==> src/rtl/busybeaver_spi_readout_pkg.sv <==
// busybeaver_pkg: command codes, status version, FSM states and the CRC-8 helper
// shared by the busy-beaver SPI readout block.
`default_nettype none

package busybeaver_pkg;

  localparam logic [7:0] CMD_READ_COUNT  = 8'h0B;
  localparam logic [7:0] CMD_READ_STATUS = 8'h05;
  localparam logic [7:0] CMD_RESTART     = 8'hA5;
  localparam logic [5:0] STATUS_VERSION  = 6'h01;
  localparam logic [7:0] CRC_POLY        = 8'h07;

  typedef enum logic [2:0] {
    ST_IDLE = 3'd0,
    ST_CMD  = 3'd1,
    ST_DATA = 3'd2,
    ST_STAT = 3'd3,
    ST_ARM  = 3'd4,
    ST_DONE = 3'd5,
    ST_CRC  = 3'd6
  } bb_state_t;

  // One bit of a non-reflected CRC-8, data MSB first.
  function automatic logic [7:0] crc8_step(input logic [7:0] crc, input logic din);
    crc8_step = {crc[6:0], 1'b0} ^ ((crc[7] ^ din) ? CRC_POLY : 8'h00);
  endfunction

endpackage

`default_nettype wire

==> src/rtl/busybeaver_spi_readout_if.sv <==
// busybeaver_spi_readout_if: the four SPI pins between host (master) and readout target (slave).
`default_nettype none

interface busybeaver_spi_readout_if;
  logic sclk;
  logic cs_n;
  logic mosi;
  logic miso;

  modport master (output sclk, output cs_n, output mosi, input miso);
  modport slave  (input sclk, input cs_n, input mosi, output miso);
endinterface

`default_nettype wire

==> src/rtl/busybeaver_spi_readout_sync_edge.sv <==
// spi_sync_edge: multi-stage synchroniser for one SPI pin with single-cycle
// rise/fall pulses generated on the synchronised value.
`default_nettype none

module spi_sync_edge #(
  parameter int   STAGES    = 2,
  parameter logic RESET_VAL = 1'b0
) (
  input  logic clk,
  input  logic rst_n,
  input  logic din,
  output logic rise,
  output logic fall
);
  logic [STAGES-1:0] chain;
  logic              prev;
  logic              sync;

  always_ff @(posedge clk or negedge rst_n) begin
    if (!rst_n) begin
      chain <= {STAGES{RESET_VAL}};
      prev  <= RESET_VAL;
    end else begin
      chain <= {chain[STAGES-2:0], din};
      prev  <= chain[STAGES-1];
    end
  end

  assign sync = chain[STAGES-1];
  assign rise = sync & ~prev;
  assign fall = ~sync & prev;

endmodule

`default_nettype wire

==> src/rtl/busybeaver_spi_readout.sv <==
// busybeaver_spi_readout: SPI mode-0 target returning the engine count/halt and issuing restarts.
// Optional macro BB_READOUT_CRC_EN appends a CRC-8 byte after READ_COUNT data.
`default_nettype none

module busybeaver_spi_readout
  import busybeaver_pkg::*;
#(
  parameter int COUNT_W        = 64,
  parameter int SYNC_STAGES    = 2,
  parameter int RESTART_CYCLES = 16
) (
  input  logic                 clk,
  input  logic                 rst_n,
  input  logic [COUNT_W-1:0]   bb_count,
  input  logic                 bb_halt,
  output logic                 bb_rst_n,
  busybeaver_spi_readout_if.slave spi
);
  localparam int CNT_W = $clog2(COUNT_W + 1);
  localparam int RST_W = $clog2(RESTART_CYCLES + 1);
  localparam logic [CNT_W-1:0] BYTE_LAST = CNT_W'(7);
  localparam logic [CNT_W-1:0] DATA_LAST = CNT_W'(COUNT_W - 1);

  logic                   sclk_rise, sclk_fall, cs_rise, cs_fall;
  logic [SYNC_STAGES-1:0] mosi_sync;
  logic                   mosi_s;
  bb_state_t              state;
  logic [7:0]             cmd;
  logic [7:0]             cmd_next;
  logic [COUNT_W-1:0]     snap;
  logic [COUNT_W-1:0]     tx_sh;
  logic [CNT_W-1:0]       bit_cnt;
  logic                   miso_q;
  logic [RST_W-1:0]       rst_cnt;
  logic                   restart_busy;
  logic                   restart_commit;
  logic [7:0]             status;

  spi_sync_edge #(.STAGES(SYNC_STAGES), .RESET_VAL(1'b0)) u_sclk (
    .clk(clk), .rst_n(rst_n), .din(spi.sclk), .rise(sclk_rise), .fall(sclk_fall));
  spi_sync_edge #(.STAGES(SYNC_STAGES), .RESET_VAL(1'b1)) u_cs (
    .clk(clk), .rst_n(rst_n), .din(spi.cs_n), .rise(cs_rise), .fall(cs_fall));

  // Same depth as the SCLK chain so MOSI is sampled alongside the detected rise.
  always_ff @(posedge clk or negedge rst_n) begin
    if (!rst_n) mosi_sync <= '0;
    else        mosi_sync <= {mosi_sync[SYNC_STAGES-2:0], spi.mosi};
  end
  assign mosi_s = mosi_sync[SYNC_STAGES-1];

  assign restart_busy   = (rst_cnt != '0);
  assign status         = {bb_halt, restart_busy, STATUS_VERSION};
  assign cmd_next       = {cmd[6:0], mosi_s};
  assign restart_commit = (state == ST_ARM) && cs_rise && !sclk_rise;
  assign spi.miso       = miso_q;

`ifdef BB_READOUT_CRC_EN
  logic [7:0] crc_val;
  always_comb begin
    crc_val = 8'h00;
    for (int i = COUNT_W - 1; i >= 0; i--) crc_val = crc8_step(crc_val, snap[i]);
  end
`endif

  always_ff @(posedge clk or negedge rst_n) begin
    if (!rst_n) begin
      state   <= ST_IDLE;
      cmd     <= '0;
      snap    <= '0;
      tx_sh   <= '0;
      bit_cnt <= '0;
      miso_q  <= 1'b0;
    end else if (cs_rise) begin
      state   <= ST_IDLE;
      bit_cnt <= '0;
      miso_q  <= 1'b0;
    end else begin
      if (sclk_fall && (state == ST_CMD || state == ST_DATA || state == ST_STAT || state == ST_CRC)) begin
        miso_q <= tx_sh[COUNT_W-1];
        tx_sh  <= tx_sh << 1;
      end
      case (state)
        ST_IDLE: begin
          miso_q <= 1'b0;
          if (cs_fall) begin
            snap    <= bb_count;
            tx_sh   <= COUNT_W'(status) << (COUNT_W - 7);
            miso_q  <= status[7];
            cmd     <= '0;
            bit_cnt <= '0;
            state   <= ST_CMD;
          end
        end
        ST_CMD: begin
          if (sclk_rise) begin
            cmd     <= cmd_next;
            bit_cnt <= bit_cnt + CNT_W'(1);
            if (bit_cnt == BYTE_LAST) begin
              bit_cnt <= '0;
              case (cmd_next)
                CMD_READ_COUNT: begin
                  tx_sh <= snap;
                  state <= ST_DATA;
                end
                CMD_READ_STATUS: begin
                  tx_sh <= COUNT_W'(status) << (COUNT_W - 8);
                  state <= ST_STAT;
                end
                CMD_RESTART: state <= ST_ARM;
                default:     state <= ST_DONE;
              endcase
            end
          end
        end
        ST_DATA: begin
          if (sclk_rise) begin
            bit_cnt <= bit_cnt + CNT_W'(1);
            if (bit_cnt == DATA_LAST) begin
              bit_cnt <= '0;
`ifdef BB_READOUT_CRC_EN
              tx_sh <= COUNT_W'(crc_val) << (COUNT_W - 8);
              state <= ST_CRC;
`else
              state <= ST_DONE;
`endif
            end
          end
        end
        ST_STAT: begin
          if (sclk_rise) begin
            bit_cnt <= bit_cnt + CNT_W'(1);
            if (bit_cnt == BYTE_LAST) begin
              bit_cnt <= '0;
              tx_sh   <= COUNT_W'(status) << (COUNT_W - 8);
            end
          end
        end
        ST_CRC: begin
          if (sclk_rise) begin
            bit_cnt <= bit_cnt + CNT_W'(1);
            if (bit_cnt == BYTE_LAST) state <= ST_DONE;
          end
        end
        ST_ARM: begin
          miso_q <= 1'b0;
          if (sclk_rise) state <= ST_DONE;
        end
        ST_DONE: miso_q <= 1'b0;
        default: state <= ST_IDLE;
      endcase
    end
  end

  // bb_rst_n is low from the commit edge through RESTART_CYCLES clk; a new commit reloads.
  always_ff @(posedge clk or negedge rst_n) begin
    if (!rst_n) begin
      rst_cnt  <= '0;
      bb_rst_n <= 1'b0;
    end else if (restart_commit) begin
      rst_cnt  <= RST_W'(RESTART_CYCLES);
      bb_rst_n <= 1'b0;
    end else if (rst_cnt != '0) begin
      rst_cnt  <= rst_cnt - RST_W'(1);
      bb_rst_n <= (rst_cnt == RST_W'(1));
    end else begin
      bb_rst_n <= 1'b1;
    end
  end

endmodule

`default_nettype wire

==> src/flat_wrapper.sv <==
// flat-port wrapper written by rule: the top's interface ports become plain ports
module busybeaver_spi_readout_flat import busybeaver_pkg::*;
#(
  parameter int COUNT_W        = 64,
  parameter int SYNC_STAGES    = 2,
  parameter int RESTART_CYCLES = 16
)
  (clk, rst_n, bb_count, bb_halt, bb_rst_n, spi_sclk, spi_cs_n, spi_mosi, spi_miso);
  busybeaver_spi_readout_if spi_i ();
  input  logic clk;
  input  logic rst_n;
  input  logic [COUNT_W-1:0] bb_count;
  input  logic bb_halt;
  output logic bb_rst_n;
  input wire logic [$bits(spi_i.sclk)-1:0] spi_sclk;
  input wire logic [$bits(spi_i.cs_n)-1:0] spi_cs_n;
  input wire logic [$bits(spi_i.mosi)-1:0] spi_mosi;
  output wire logic [$bits(spi_i.miso)-1:0] spi_miso;
  assign spi_i.sclk = spi_sclk;
  assign spi_i.cs_n = spi_cs_n;
  assign spi_i.mosi = spi_mosi;
  assign spi_miso = spi_i.miso;
  busybeaver_spi_readout #(.COUNT_W(COUNT_W), .SYNC_STAGES(SYNC_STAGES), .RESTART_CYCLES(RESTART_CYCLES)) u_core (.clk(clk), .rst_n(rst_n), .bb_count(bb_count), .bb_halt(bb_halt), .bb_rst_n(bb_rst_n), .spi(spi_i));
endmodule
==> config.mk <==
export PLATFORM = sky130hd
export DESIGN_NAME = busybeaver_spi_readout_flat
export DESIGN_NICKNAME = d
export VERILOG_FILES = /design/src/rtl/busybeaver_spi_readout_pkg.sv /design/src/rtl/busybeaver_spi_readout_if.sv /design/src/rtl/busybeaver_spi_readout_sync_edge.sv /design/src/rtl/busybeaver_spi_readout.sv /design/src/flat_wrapper.sv
export SDC_FILE = /design/constraint.sdc
export NUM_CORES = 1
export LEC_CHECK = 0
export BUFFER_PORTS_ARGS = -buffer_cell sky130_fd_sc_hd__buf_4
export CAP_MARGIN = 20
export CORE_MARGIN = 4
export CORE_UTILIZATION = 35
export DETAILED_ROUTE_END_ITERATION = 10
export SYNTH_ARGS = -nofsm -noshare
export SYNTH_HDL_FRONTEND = slang
export SYNTH_SLANG_ARGS = --single-unit
==> constraint.sdc <==
create_clock -name clk -period 2.75 [get_ports clk]
set_clock_uncertainty 0.15 [all_clocks]
set_input_delay 0.6875 -clock clk [delete_from_list [all_inputs] [get_ports clk]]
set_output_delay 0.6875 -clock clk [all_outputs]
set_load 0.005 [all_outputs]
### Yosys cells after proc, flatten, opt, wreduce, memory -nomap -nowiden

Index checks and enable logic that the tools add are counted.

* register bits after elaboration: 160
* latch bits: 0
* memory bits (writable): 0
* memory bits (read-only): 0
* input port bits: 70
* output and inout bits: 2
* word-level logic and storage cells: 106
* memories kept: 0

* add/subtract/negate cells: 2
* multiply operators: 0
* divide/modulo/power cells: 0
* magnitude comparators: 0
* equality and inequality tests: 24
* shifts and indexed selects: 0
* mux-type cells: 38
* bitwise gates (word level): 9
* reduce and logical (&&, ||, !) cells: 20

Operator list (count)
* 64-bit 2-to-1 mux: 6
* 64-bit case mux with 3 select lines: 1
* 64-bit case mux with 2 select lines: 1
* 7-bit 2-to-1 mux: 9
* 7-bit case mux with 4 select lines: 1
* 3-bit 2-to-1 mux: 9
* 3-bit by 1-bit != test with 1-bit output (second input constant): 6
* 3-bit case mux with 6 select lines: 1
* 7-bit case mux with 2 select lines: 1
* 5-bit 2-to-1 mux: 2
* 5-bit nonzero test: 2
* 3-bit equality test (second input constant): 3
* 3-bit by 2-bit != test with 1-bit output (second input constant): 3
* 3-bit case mux with 3 select lines: 1
* 9-bit AND reduction: 1
* 8-bit by 3-bit equality test with 1-bit output (second input constant): 1
* 8-bit by 4-bit equality test with 1-bit output (second input constant): 1
* 8-bit equality test (second input constant): 1
* 7-bit by 1-bit adder with 7-bit output (second input constant): 1
* 7-bit by 3-bit equality test with 1-bit output (second input constant): 1
* 7-bit by 6-bit equality test with 1-bit output (second input constant): 1
* 3-bit by 2-bit equality test with 1-bit output (second input constant): 2
* 2-bit by 1-bit != test with 1-bit output (second input constant): 3
* 2-bit OR reduction: 3
* 16 further kinds: 32

### Logic depth before layout (Yosys ltp)

* word-level depth: 10
* mapped depth: 8
* gate-level depth less buffers: 6

### Hierarchy

From an unflattened synthesis, not the netlist that was laid out.

* cell total of the unflattened synthesis: 572
* area total of the unflattened synthesis: 7214.4 um^2

Modules (own cells, without submodules)
* busybeaver_spi_readout: instances 1, cells an instance 562, area each 7030.5 um^2
* spi_sync_edge (u_core.u_cs): instances 1, cells an instance 5, area each 93.8 um^2
* spi_sync_edge (u_core.u_sclk): instances 1, cells an instance 5, area each 90.1 um^2

### Worst setup path before layout

Ideal clock, no wire load.

* path kind: reg-to-reg
* start point: register u_core.bit_cnt[0]
* end point: register u_core.tx_sh[63]
* library setup time: 0.121 ns
* arrival: 1.801 ns
* data required time: 2.479 ns
* path slack: 0.678 ns
* stages on the path, launching flop included: 8
* clock period less this slack: 2.072 ns
* cells stage by stage: dfrtp_1 > ha_1 > and2_0 > nand4_1 > a31oi_1 > nand2_1 > buf_6 > a22o_1

* cells in the longest elaborated chain, start to end: 4

RTL lines
* start, declared: RTL line busybeaver_spi_readout.sv:32 `logic [CNT_W-1:0] bit_cnt;`
* start signal, assigned: RTL line busybeaver_spi_readout.sv:97 `bit_cnt <= bit_cnt + CNT_W'(1);`
* start signal, assigned: RTL line busybeaver_spi_readout.sv:117 `bit_cnt <= bit_cnt + CNT_W'(1);`
* start signal, assigned: RTL line busybeaver_spi_readout.sv:131 `bit_cnt <= bit_cnt + CNT_W'(1);`
* 7-bit by 3-bit equality test with 1-bit output *: RTL line busybeaver_spi_readout.sv:98, busybeaver_spi_readout.sv:132
* 64-bit 2-to-1 mux (on tied branches): RTL line busybeaver_spi_readout.sv:132, busybeaver_spi_readout.sv:98
* 64-bit 2-to-1 mux (on tied branches): RTL line busybeaver_spi_readout.sv:130, busybeaver_spi_readout.sv:95
* 64-bit case mux with 3 select lines *: RTL line busybeaver_spi_readout.sv:82 `case (state)`
* end signal, assigned: RTL line busybeaver_spi_readout.sv:87 `tx_sh <= COUNT_W'(status) << (COUNT_W - 7);`
* end signal, assigned: RTL line busybeaver_spi_readout.sv:102 `tx_sh <= snap;`
* end signal, assigned: RTL line busybeaver_spi_readout.sv:134 `tx_sh <= COUNT_W'(status) << (COUNT_W - 8);`
* end, declared: RTL line busybeaver_spi_readout.sv:31 `logic [COUNT_W-1:0] tx_sh;`

Every way passes the cells marked *; elsewhere a longest branch is shown, timed or not.
A chain may end at the register's enable or synchronous reset.

### Worst setup path after layout

* start point: register u_core.state[0]
* end point: register u_core.tx_sh[31]

* cells in the longest elaborated chain, start to end: 10

RTL lines
* start, declared: RTL line busybeaver_spi_readout.sv:27 `bb_state_t state;`
* start signal, assigned: RTL line busybeaver_spi_readout.sv:67 `state <= ST_IDLE;`
* start signal, assigned: RTL line busybeaver_spi_readout.sv:74 `state <= ST_IDLE;`
* start signal, assigned: RTL line busybeaver_spi_readout.sv:91 `state <= ST_CMD;`
* 3-bit by 1-bit equality test with 1-bit output / 3-bit by 2-bit equality test with 1-bit output (equally long branches): RTL line busybeaver_spi_readout.sv:78, busybeaver_spi_readout.sv:82
* 1-bit logical OR (3 in series): RTL line busybeaver_spi_readout.sv:78 `if (sclk_fall && (state == ST_CMD || state == ST_DATA || state == ST_STAT || state == ST_CRC)) begin`
* 1-bit logical AND: RTL line busybeaver_spi_readout.sv:78
* 64-bit 2-to-1 mux: RTL line busybeaver_spi_readout.sv:78
* 64-bit case mux with 2 select lines: RTL line busybeaver_spi_readout.sv:100 `case (cmd_next)`
* 64-bit 2-to-1 mux: RTL line busybeaver_spi_readout.sv:98 `if (bit_cnt == BYTE_LAST) begin`
* 64-bit 2-to-1 mux: RTL line busybeaver_spi_readout.sv:95 `if (sclk_rise) begin`
* 64-bit case mux with 3 select lines *: RTL line busybeaver_spi_readout.sv:82
* end signal, assigned: RTL line busybeaver_spi_readout.sv:80 `tx_sh <= tx_sh << 1;`
* end signal, assigned: RTL line busybeaver_spi_readout.sv:87
* end signal, assigned: RTL line busybeaver_spi_readout.sv:102

Marked as above.

==> run summary <==
Final instance area: 0.00852 mm^2
PwrDens: 850 mW/mm^2
Total power: 0.00724 W
Crit Path Class: flop to flop
Met1 Wirelength: 7930 um
Initial antenna violation count: 0
Final HPWL from detailed placement: 9950 um
CTS tree: done
RePlAce Congestion: 0.865
RSZ-0062 raised after global routing: false
Top routing layer in use: met4
Met3 WL post-DR: 759 um
# rows: 51
Syn nets: 767
Cell accounting for the most synthesized area: dfrtp_1
VDD IR max: 0.451 mV
Dominant synthesized flop cell: dfrtp_1
Hold-fix buffers, CTS: 0
Share of layout cells above drive strength 1: 0.181
Via/cell ratio: 5.10
Synth Instances: 693
Share of flip-flops with an asynchronous set or reset: 1.00
Status: complete, no violations
Diode count: 0
Largest net degree at the start of global routing: 68
Met2 WL post-DR: 7190 um
CP max FO: 37
Endpoints failing setup: 0
Startpoint types: flop
Synth-to-layout area growth: 20.8%
WL per Instance: 15.5 um
Die height: 150 um
Clock transition at path regs: 0.06 ns
Setup tns final: 0 ns
Seq cells post-synth: 160
Hold Crit Class: input port to async pin
Final period util: 0.924
Drt pass-1 iters: 5
Min Tclk post-route: 2.54 ns
Relative slew slack: 0.527
Actual slew at the worst max-slew pin: 0.710 ns
# H-tree levels: 4
Total number of vias: 5271
Synthesized cell area: 0.00705 mm^2
Fin. Hold Viols: 0
Routed WL: 16000 um
WP data required: 2.94 ns
Top cells by area, synth: dfrtp_1 (56%), nand2_1 (12%), o2bb2ai_1 (7.3%)
IO Pins: 72
DRC: 0
Antenna-violating nets left: 0
Root Buffer: clkbuf_16
CP endpoint kind: flop
CP arrival: 2.73 ns
DRT iter0 DRCs: 355
Nets: 829
Share of the synthesized area in the top cell type: 0.557
Slew Viols, Final: 0
Hold WS: 0.0672 ns
Number of library cell types mapped by synthesis: 58
Post-synthesis sequential area ratio: 0.568
Post-synth EDFFs: 0
Ys Warns: 0
Gr usage total: 0.151
Cts bufs inserted: 17
Clk sinks: 160
First-pass GRT wire length: 27200 um
Highest clock rate: 393 MHz
CTS Buffer Depth: 2
Die ar.: 0.0225 mm^2
Core Region: 0.0197 mm^2
Pleak: 3.85 nW
Dpl cell area: 0.00792 mm^2
GR Overflow Total: 0
Vias in the first global route: 5172
Width of the die: 150 um
Worst skew pair latency: 0.43 ns
PortBufs: 71
Max-cap viol count: 0
Initial core utilization: 0.359
Mapped Avg Cell Area: 10.2 um^2
==> cells in the final DEF (no fill, tap or decap), drive strengths merged, types with 3 or more instances in the layout <==
master / instances
inv: 7
nand3: 9
a21o: 5
a22oi: 61
o21ai: 16
clkinvlp: 3
mux2: 3
dfstp: 3
nor3b: 4
a22o: 4
dfrtp: 157
clkbuf: 21
nand2b: 9
buf: 91
a21oi: 6
nand2: 224
nor2b: 8
a31oi: 3
nand4: 6
o32ai: 3
clkinv: 4
nor2: 15
nor3: 4
ha: 4
o31ai: 3
nor4: 4
o2bb2ai: 59
==> registers in the layout, indices dropped and copies added (netlist names) <==
name,count
u_core.u_cs.chain,2
u_core.mosi_sync,2
u_core.tx_sh,64
u_core.state,3
u_core.rst_cnt,5
u_core.cmd,7
u_core.u_sclk.prev,1
u_core.bit_cnt,7
u_core.u_cs.prev,1
u_core.u_sclk.chain,2
u_core.spi.miso,1
u_core.bb_rst_n,1
u_core.snap,64
==> routing by layer <==
| layer | global-route usage | up-vias |
|---|---|---|
| li1 | - | 2596 |
| met4 | 0.0444 | 0 |
| met1 | 0.221 | 2557 |
| met5 | 0 | - |
| met3 | 0.0418 | 13 |
| met2 | 0.219 | 105 |
==> area by class of cell <==
cell class,count,area [um^2]
Clock buffer,21,470
Clock inverter,11,128
Fill cell,1952,11100
Inverter,5,18.8
Multi-Input combinational cell,480,2800
Sequential cell,160,4010
Tap cell,265,332
Timing Repair Buffer,91,762
==> worst paths after layout <==
| path | start | to | slack [ns] | depth (start not counted) |
|---|---|---|---|---|
| hold / removal | rst_n | u_core.bit_cnt[2] | 0.07 | 1 |
| setup reg to reg | u_core.state[0] | u_core.tx_sh[31] | 0.21 | 6 |
| setup / recovery | u_core.state[0] | u_core.tx_sh[31] | 0.21 | 6 |
| max in group asynchronous | rst_n | u_core.u_cs.chain[1] | 1.70 | 2 |
| hold reg to reg | u_core.mosi_sync[0] | u_core.mosi_sync[1] | 0.21 | 0 |
| min in group clk | u_core.mosi_sync[0] | u_core.mosi_sync[1] | 0.21 | 0 |
==> per-stage QoR <==
stage | std cells | worst slack (ns) | util
6_report | 1033 | 0.209 | 0.434
5_1_grt | 1033 | 0.0386 | 0.434
4_1_cts | 1033 | 0.202 | 0.433
3_5_place_dp | 1001 | 0.211 | 0.403
3_3_place_gp | 1001 | 0.229 | 0.403
2_1_floorplan | 693 | 0.678 | -
==> where the power goes <==
| part | leakage (nW) | internal [W] | total (W) | switching (W) |
|---|---|---|---|---|
| Combinational | 1.49 | 0.000604 | 0.00149 | 0.000889 |
| Clock | 0.286 | 0.00141 | 0.00238 | 0.000965 |
| Sequential | 2.08 | 0.00295 | 0.00337 | 0.000420 |
==> synthesized netlist by cell type, types with 2 or more instances <==
master / n
a32oi_1: 2
nand2b_1: 9
nor2_1: 15
clkbuf_1: 23
inv_1: 5
a221oi_1: 2
buf_6: 7
nand4_1: 6
o21ai_0: 14
o21ai_1: 2
buf_2: 17
mux2_2: 3
a22oi_1: 61
o2bb2ai_1: 59
a21boi_0: 2
dfstp_2: 3
o31ai_1: 3
dfrtp_1: 157
nor3_1: 4
a21o_1: 5
nand2_1: 224
nor4_1: 2
nor3b_1: 4
a31oi_1: 3
ha_1: 4
o32ai_1: 2
a21oi_1: 6
nand3_1: 8
a22o_1: 4
nor4_4: 2
nor2b_1: 8
==> logic make-up after synthesis <==
group | share of synthesized area
adders and majority gates | 0.00710
xor gates and xnor gates | 0.00248
buffers and inverters | 0.0387
muxes | 0.00621
DFF | 0.568
and+or+nand+nor | 0.181
AOI/OAI and AO/OA | 0.197
==> critical path, stage by stage, from the launching register on <==
cell	delay, ns
dfrtp_1	0.51
nor2b_2	0.26
o21ai_1	0.59
a31oi_1	0.23
nand2_2	0.16
buf_4	0.38
o2bb2ai_1	0.17
==> what timing repair did <==
item                       in CTS  in global routing
setup endpoints to repair       0                  1
gates resized for setup         0                  1
setup buffers                   0                  0
hold endpoints to repair        0                  0
Power figures use the tool's default switching activity.
